$ cat src/rtl/add_pipe.sv
// add_pipe: pipelined integer adder/comparator for the execute path.
// The WIDTH-bit carry chain is cut into STAGES equal slices. Stage k adds
// slice k and registers its carry for stage k+1, so each stage carries only
// SW = WIDTH/STAGES bits of ripple. Both ends use valid/ready handshakes
// with full backpressure, and flush discards everything in flight.
//
// The last-stage registers act as the output registers. out, ovf and zero
// are decoded from them combinationally, so they cannot change while a
// result is stalled.

module add_pipe #(
    parameter int WIDTH  = 32,
    parameter int STAGES = 2
) (
    input  logic             clk,
    input  logic             resetn,
    input  logic             flush,
    input  logic             in_valid,
    output logic             in_ready,
    input  logic [WIDTH-1:0] in0,
    input  logic [WIDTH-1:0] in1,
    input  logic [1:0]       op,
    output logic             out_valid,
    input  logic             out_ready,
    output logic [WIDTH-1:0] out,
    output logic             carry,
    output logic             ovf,
    output logic             zero
);

    localparam int SW = WIDTH / STAGES;

    localparam logic [1:0] OP_ADD  = 2'b00;
    localparam logic [1:0] OP_SUB  = 2'b01;
    localparam logic [1:0] OP_SLT  = 2'b10;
    localparam logic [1:0] OP_SLTU = 2'b11;

    // Per-stage registers. The full operand words travel down the pipe:
    // later stages need the high slices they have not added yet, and the
    // last stage needs both sign bits to detect overflow.
    logic [STAGES-1:0] valid_q;
    logic [STAGES-1:0] valid_d;
    logic [WIDTH-1:0]  a_q   [STAGES];
    logic [WIDTH-1:0]  b_q   [STAGES];
    logic [WIDTH-1:0]  sum_q [STAGES];
    logic [1:0]        op_q  [STAGES];
    logic [STAGES-1:0] cy_q;

    // Values presented to each stage and the values that stage will load.
    logic [WIDTH-1:0]  a_d   [STAGES];
    logic [WIDTH-1:0]  b_d   [STAGES];
    logic [WIDTH-1:0]  sum_d [STAGES];
    logic [1:0]        op_d  [STAGES];
    logic [STAGES-1:0] cin;
    logic [STAGES-1:0] cy_d;
    logic [SW:0]       slice_sum;

    // Handshake chain.
    // ready[k]: stage k can take a new entry this cycle.
    // drain[k]: stage k's current entry leaves this cycle.
    // load[k]:  stage k captures a new entry this cycle.
    logic [STAGES-1:0] ready;
    logic [STAGES-1:0] drain;
    logic [STAGES-1:0] load;

    // Output decode signals.
    logic a_msb;
    logic b_msb;
    logic s_msb;
    logic ovf_raw;

    // Backpressure: readiness ripples from the output back to the input,
    // so a full pipe can accept a new entry in the same cycle its output
    // is consumed.
    always_comb begin
        ready   = '0;
        drain   = '0;
        load    = '0;
        valid_d = '0;
        drain[STAGES-1] = valid_q[STAGES-1] && out_ready;
        ready[STAGES-1] = !valid_q[STAGES-1] || drain[STAGES-1];
        for (int k = STAGES - 2; k >= 0; k--) begin
            drain[k] = valid_q[k] && ready[k+1];
            ready[k] = !valid_q[k] || drain[k];
        end
        load[0] = in_valid && ready[0];
        for (int k = 1; k < STAGES; k++) begin
            load[k] = valid_q[k-1] && ready[k];
        end
        for (int k = 0; k < STAGES; k++) begin
            valid_d[k] = load[k] || (valid_q[k] && !drain[k]);
        end
    end

    // Datapath: route each stage's input and add its own carry-chain slice.
    always_comb begin
        slice_sum = '0;
        a_d[0]    = in0;
        b_d[0]    = (op == OP_ADD) ? in1 : ~in1;
        sum_d[0]  = '0;
        op_d[0]   = op;
        cin       = '0;
        cin[0]    = (op != OP_ADD);
        cy_d      = '0;
        for (int k = 1; k < STAGES; k++) begin
            a_d[k]   = a_q[k-1];
            b_d[k]   = b_q[k-1];
            sum_d[k] = sum_q[k-1];
            op_d[k]  = op_q[k-1];
            cin[k]   = cy_q[k-1];
        end
        for (int k = 0; k < STAGES; k++) begin
            slice_sum = {1'b0, a_d[k][k*SW +: SW]}
                      + {1'b0, b_d[k][k*SW +: SW]}
                      + {{SW{1'b0}}, cin[k]};
            sum_d[k][k*SW +: SW] = slice_sum[SW-1:0];
            cy_d[k]              = slice_sum[SW];
        end
    end

    // Stage registers. Data registers load only when the stage takes a
    // new entry, which keeps a stalled result stable. Flush clears only
    // the valid bits.
    always_ff @(posedge clk or negedge resetn) begin
        if (!resetn) begin
            valid_q <= '0;
            cy_q    <= '0;
            for (int k = 0; k < STAGES; k++) begin
                a_q[k]   <= '0;
                b_q[k]   <= '0;
                sum_q[k] <= '0;
                op_q[k]  <= '0;
            end
        end else begin
            for (int k = 0; k < STAGES; k++) begin
                if (load[k]) begin
                    a_q[k]   <= a_d[k];
                    b_q[k]   <= b_d[k];
                    sum_q[k] <= sum_d[k];
                    op_q[k]  <= op_d[k];
                    cy_q[k]  <= cy_d[k];
                end
            end
            if (flush) begin
                valid_q <= '0;
            end else begin
                valid_q <= valid_d;
            end
        end
    end

    // Result decode from the last stage. b_q already holds the inverted
    // operand for SUB and compares, so one overflow rule covers both ADD
    // and SUB.
    always_comb begin
        a_msb   = a_q[STAGES-1][WIDTH-1];
        b_msb   = b_q[STAGES-1][WIDTH-1];
        s_msb   = sum_q[STAGES-1][WIDTH-1];
        ovf_raw = (a_msb == b_msb) && (s_msb != a_msb);
        out     = sum_q[STAGES-1];
        ovf     = 1'b0;
        case (op_q[STAGES-1])
            OP_ADD, OP_SUB: begin
                ovf = ovf_raw;
            end
            OP_SLT: begin
                out    = '0;
                out[0] = s_msb ^ ovf_raw;
            end
            OP_SLTU: begin
                out    = '0;
                out[0] = ~cy_q[STAGES-1];
            end
            default: begin
                out = sum_q[STAGES-1];
            end
        endcase
    end

    assign carry     = cy_q[STAGES-1];
    assign zero      = (out == '0);
    assign out_valid = valid_q[STAGES-1];
    assign in_ready  = ready[0];

endmodule

$ cat config.mk
export PLATFORM = sky130hd
export DESIGN_NAME = add_pipe
export DESIGN_NICKNAME = d
export VERILOG_FILES = /design/src/rtl/add_pipe.sv
export SDC_FILE = /design/constraint.sdc
export NUM_CORES = 1
export LEC_CHECK = 0
export ABC_AREA = 1
export CAP_MARGIN = 5
export CORE_MARGIN = 1
export CORE_UTILIZATION = 57
export DETAILED_ROUTE_END_ITERATION = 8
export HOLD_SLACK_MARGIN = 0.1
export PLACE_DENSITY = 0.95
export SKIP_LAST_GASP = 1
export SYNTH_ARGS = -nofsm -noshare
export SYNTH_HDL_FRONTEND = slang
export SYNTH_SLANG_ARGS = --single-unit
$ cat constraint.sdc
create_clock -name clk -period 5.07 [get_ports clk]
set_input_delay 0.7605 -clock clk [delete_from_list [all_inputs] [get_ports clk]]
set_output_delay 0.7605 -clock clk [all_outputs]
set_load 0.05 [all_outputs]
## Word-level counts from Yosys, hierarchy flattened

Cells that the tools add are included.
Widths: inputs -> output; s select.

- Register bits: 184
- Latch bits: 0
- RAM bits: 0
- Bits in read-only memories: 0
- Input bits: 71
- Output and inout port bits: 37
- Logic and storage cells: 46
- Memories kept: 0

- Add/sub/neg operators: 4
- Multiply operators: 0
- Div/mod/pow operators: 0
- $lt $le $gt $ge: 0
- Equality and inequality tests: 5
- Shifts and indexed selects: 0
- Multiplexer cells: 4
- Bitwise gates (word level): 3
- Reduce and logical (&&, ||, !) cells: 19

Operators with widths:

| operator | count |
|---|---|
| $pmux 32 s2 | 1 |
| $add 16x16->17 | 2 |
| $add 17x1->17 | 2 |
| $logic_not 32->1 | 1 |
| $mux 32 | 1 |
| $not 32->32 | 1 |
| $logic_and 1x1->1 | 6 |
| $eq 2x2->1 const B | 2 |
| $logic_not 1->1 | 4 |
| $logic_not 2->1 | 2 |
| $logic_or 1x1->1 | 4 |
| $eq 2x1->1 const B | 1 |
| $mux 2 | 1 |
| $reduce_bool 2->1 | 1 |
| $reduce_or 2->1 | 1 |
| $eq 1x1->1 | 1 |
| $mux 1 | 1 |
| $ne 1x1->1 | 1 |
| $not 1->1 | 1 |
| $xor 1x1->1 | 1 |

## Depth between registers and ports, before layout

- Depth in word-level cells: 7
- Mapped depth: 16
- Mapped depth without buffers: 15

## Worst setup path after synthesis

OpenSTA, ideal clock, no wires.

- Path type: register -> output
- From: reg op_q[1] (netlist name)
- To: out zero
- Arrival: 1.949 ns
- Data required time: 4.310 ns
- Slack: 2.361 ns
- Stages on the path, launching flop included: 5
- Buffers on the path: 2
- Path through: dfrtp_1 > buf_6 > buf_4 > a31oi_1 > nor2_2

- Longest elaborated chain between the ends: 3
- Elaborated cells between the ends (all ways): 4
- Those cells by class: eq/ne (2); mux (1); reduce/logical (1)

RTL lines:

| what | line | source |
|---|---|---|
| start: declaration | 46 | `logic [1:0] op_q [STAGES];` |
| start signal: indexed assignment | 140 | `op_q[k] <= op_d[k];` |
| $eq 2x2->1 | 162 | `case (op_q[STAGES-1])` |
| $pmux 32 s2 (*) | 162 |  |
| net out[0] | 25 | `output logic [WIDTH-1:0] out,` |
| $logic_not 32->1 (*) | 181 | `assign zero = (out == '0);` |
| end: declaration | 28 | `output logic zero` |

Mark *: on every way through the listed nets, which the timed path passes. The rest lies on a longest branch.

## Worst setup path after layout

- From: reg op_q[1] (netlist name)
- To: out zero

- Longest elaborated chain between the ends: 3
- Elaborated cells between the ends (all ways): 4
- Those cells by class: eq/ne (2); mux (1); reduce/logical (1)

RTL lines:

| what | line |
|---|---|
| $eq 2x2->1 | 162 |
| $pmux 32 s2 (*) | 162 |
| $logic_not 32->1 (*) | 181 |

Every way passes the cells marked *; elsewhere a longest branch is shown, timed or not.

==> impl_metrics.tcl <==
set metrics [dict create \
    dp_hpwl_mm 10.23 \
    vdd_drop_max_v 0.0001531 \
    synth_top_area_share_pct 41.03 \
    n_antenna_cell 0 \
    clock_skew_ns 0.01572 \
    yosysSeqAreaShare_pct 41.03 \
    slew_headroom_pct 26.08 \
    timing.critical_path.cells "nor2_1 -> nor4_1 -> nand2_1 -> nor2_1 -> nand2_1 -> nor2_2 -> clkdlybuf4s50_1" \
    dieArea_sq_um 10030 \
    synth_compound_area_share_pct 10.96 \
    htreeDepth 3 \
    dpl-instance-area_sq_um 6596 \
    hold_path_class "flip-flop to flip-flop" \
    numPortBuffers 107 \
    antenna_found_initial 0 \
    clk_latency_ns 0.36 \
    worstSetupPathType "flip-flop to primary output" \
    core-area_sq_um 9284 \
    grt_pass1_wl_mm 23.27 \
    synth_top_family_by_area "simple AND/OR/NAND/NOR gates" \
    r2r_cells 11 \
    wirelength_mm 13.41 \
    finalSetupTns_ns 0 \
    r2r_end "sum_q[26]$_DFFE_PN0P_" \
    die_x_um 100.1 \
    cts_resized 0 \
    cp-endpoint "zero" \
    nets 921 \
    reg2reg_slack_ns 2.75 \
    pwr-share-clk_pct 18.2 \
    layout_commonest_cell "nand2_1" \
    overflow 0 \
    grt_usage_pct 29.51 \
    hold_viol_final 0 \
    cts_root_buffer "clkbuf_8" \
    vias 5034 \
    stdcell_area_sq_um 6780 \
    synth_cell_type_count 32 \
    synth.net_count 824 \
    fmax_ghz 0.2570 \
    viasPerCell 5.299 \
    post_drt_wl_per_cell_um 14.11 \
    power.total_mw 2.567 \
    p_comb_share_pct 44.6 \
    ys_warn_count 0 \
    synth_area_leaders "dfrtp_1 (41%), nand2_1 (16%), ha_1 (7.1%)" \
    power.switching_mw 1.100 \
    area_delta_synth_final_pct 23.52 \
    drive_gt1_share_pct 4.019 \
    setup.worst_path.start "op_q[1]$_DFFE_PN0P_" \
    synth_mux_area_share_pct 0 \
    max_slew.worst_pin.slew_ns 1.109 \
    final_core_util_pct 73.03 \
    drc 0 \
    post-cts-setup-buffer-count 0 \
    cts_sinks 90 \
    die_h_um 100.1 \
    synth_top_area_cell "dfrtp_1" \
    drv_cap 0 \
    fin_hold_ws_ns 0.4864 \
    grt_pass1_vias 4917 \
    setup_viol 0 \
    synth-xor-area-share_pct 7.021 \
    r2r-start "a_d[16]$_DFFE_PN0P_" \
    io_pins 108 \
    first_pass_iters 5 \
    ant_nets 0 \
    cts_buffer_depth 2 \
    period_needed_ns 3.892 \
    cts_made_buffers 9 \
    swShare_pct 42.84 \
    ctsHoldBuffers 0 \
    post-route-period-util_pct 76.76 \
    crit_arrival_ns 3.13 \
    synthAdderAreaFrac_pct 8.160 \
    postSynthCellCount 719 \
    layout_common_cells "nand2_1 (231), clkdlybuf4s50_1 (106), dfrtp_1 (90)" \
    path_clk_slew_ns 0.09 \
    synth-simple-area-share_pct 25.55 \
    netlist_area_sq_um 5489 \
    num_rows 35 \
    cts_tree "built" \
    slowest_stage "dfrtp_1" \
    routabilityCongestion 0.9158 \
    power.density_nw_per_um2 378.7 \
    power.share.sequential_pct 37.2 \
    crit_path_end_kind "primary output" \
    start_kind "flip-flop" \
    status "finished clean" \
    drv_slew 0 \
    crit_fanout 35 \
    p_int_mw 1.468 \
    p_leak_nw 3.275 \
    ys_ff_latch 90 \
    drt-initial-drc-count 325 \
    grt_max_degree 91 \
    start_util_pct 59.12 \
    slowest_delay_ns 1.08 \
    crit_required_ns 4.31 \
    syn_area_per_cell_sq_um 7.634 \
    rsz0062_at_grt "no" \
]
==> per-layer routing <==
metal	GRT usage, %	vias up	wire, um
li1	-	2500	-
met1	43.45	2341	6378
met2	46.47	174	6064
met3	4.875	19	817
met4	5.686	0	147
met5	0	-	0
==> kinds of logic (layout without fill, tap and decap cells) <==
group           Yosys count  count (layout)
simple gates            346             346
compound gates          114             114
buf+inv                  91             193
flops                    90              90
xor+xnor                 44              44
fa+ha+maj                34              34
==> area by class of cell <==
type | instances | area, sq um
repair buffers | 110 | 1091
well taps | 129 | 161.4
clock buffers | 10 | 137.6
clock inverters | 6 | 46.29
inverters | 67 | 251.5
multi-input cells | 538 | 2840
flip-flops and latches | 90 | 2252
fillers | 741 | 2504
==> how the worst min path moves through the flow <==
stage                          start                     to  slack [ns]  depth (start not counted)
2_1_floorplan   sum_d[0]$_DFFE_PN0P_   sum_q[0]$_DFFE_PN0P_        0.44                          2
3_3_place_gp   sum_q[30]$_DFFE_PN0P_  sum_q[30]$_DFFE_PN0P_        0.47                          2
3_5_place_dp   sum_d[11]$_DFFE_PN0P_  sum_d[11]$_DFFE_PN0P_        0.47                          2
4_1_cts        sum_q[30]$_DFFE_PN0P_  sum_q[30]$_DFFE_PN0P_        0.49                          2
5_1_grt        sum_d[11]$_DFFE_PN0P_  sum_d[11]$_DFFE_PN0P_        0.52                          2
6_report       sum_q[30]$_DFFE_PN0P_  sum_q[30]$_DFFE_PN0P_        0.49                          2
==> power by group through the flow <==
stage	registers [mW]	logic, mW	clock network [mW]
after floorplan	0.933	0.801	0
after global placement	0.959	1.11	0
after detailed placement	0.967	1.13	0
after CTS	0.953	1.14	0.470
after global routing	0.972	1.25	0.512
final	0.955	1.14	0.468
==> flip-flops by register name (all words and copies together), names as in the netlist <==
register  cells
a_d          16
cy_q          2
valid_q       2
s_msb         1
sum_d        16
op_d          2
a_msb         1
b_msb         1
op_q          2
b_d          16
sum_q        31
==> synth_stat cells, drive strengths merged <==
cell type and n:
a21o 2, nand3 27, buf 18, clkinv 1, inv 66, xor2 18, nand2 232, fa 3
o21bai 2, a31oi 2, o21ai 66, clkbuf 6, o21a 3, a211oi 2, dfrtp 90, ha 31
nor2 68, xnor2 26, nand3b 4, o22ai 2, nor4 10, a21oi 35, nor3 4, or3 1
==> stage by stage <==
stage | instances | worst slack (ns)
6_report | 950 | 1.178
4_1_cts | 950 | 1.186
2_1_floorplan | 719 | 2.361
3_5_place_dp | 934 | 1.398
5_1_grt | 950 | 0.9033
3_3_place_gp | 934 | 1.511
==> critical path, delay by kind of cell (launching register included) <==
family / cells / cell delay, ns
flops: 1 / 1.08
simple gates: 6 / 0.88
buf+inv: 1 / 0.80
Note: power is estimated with default switching activity, not from simulation.
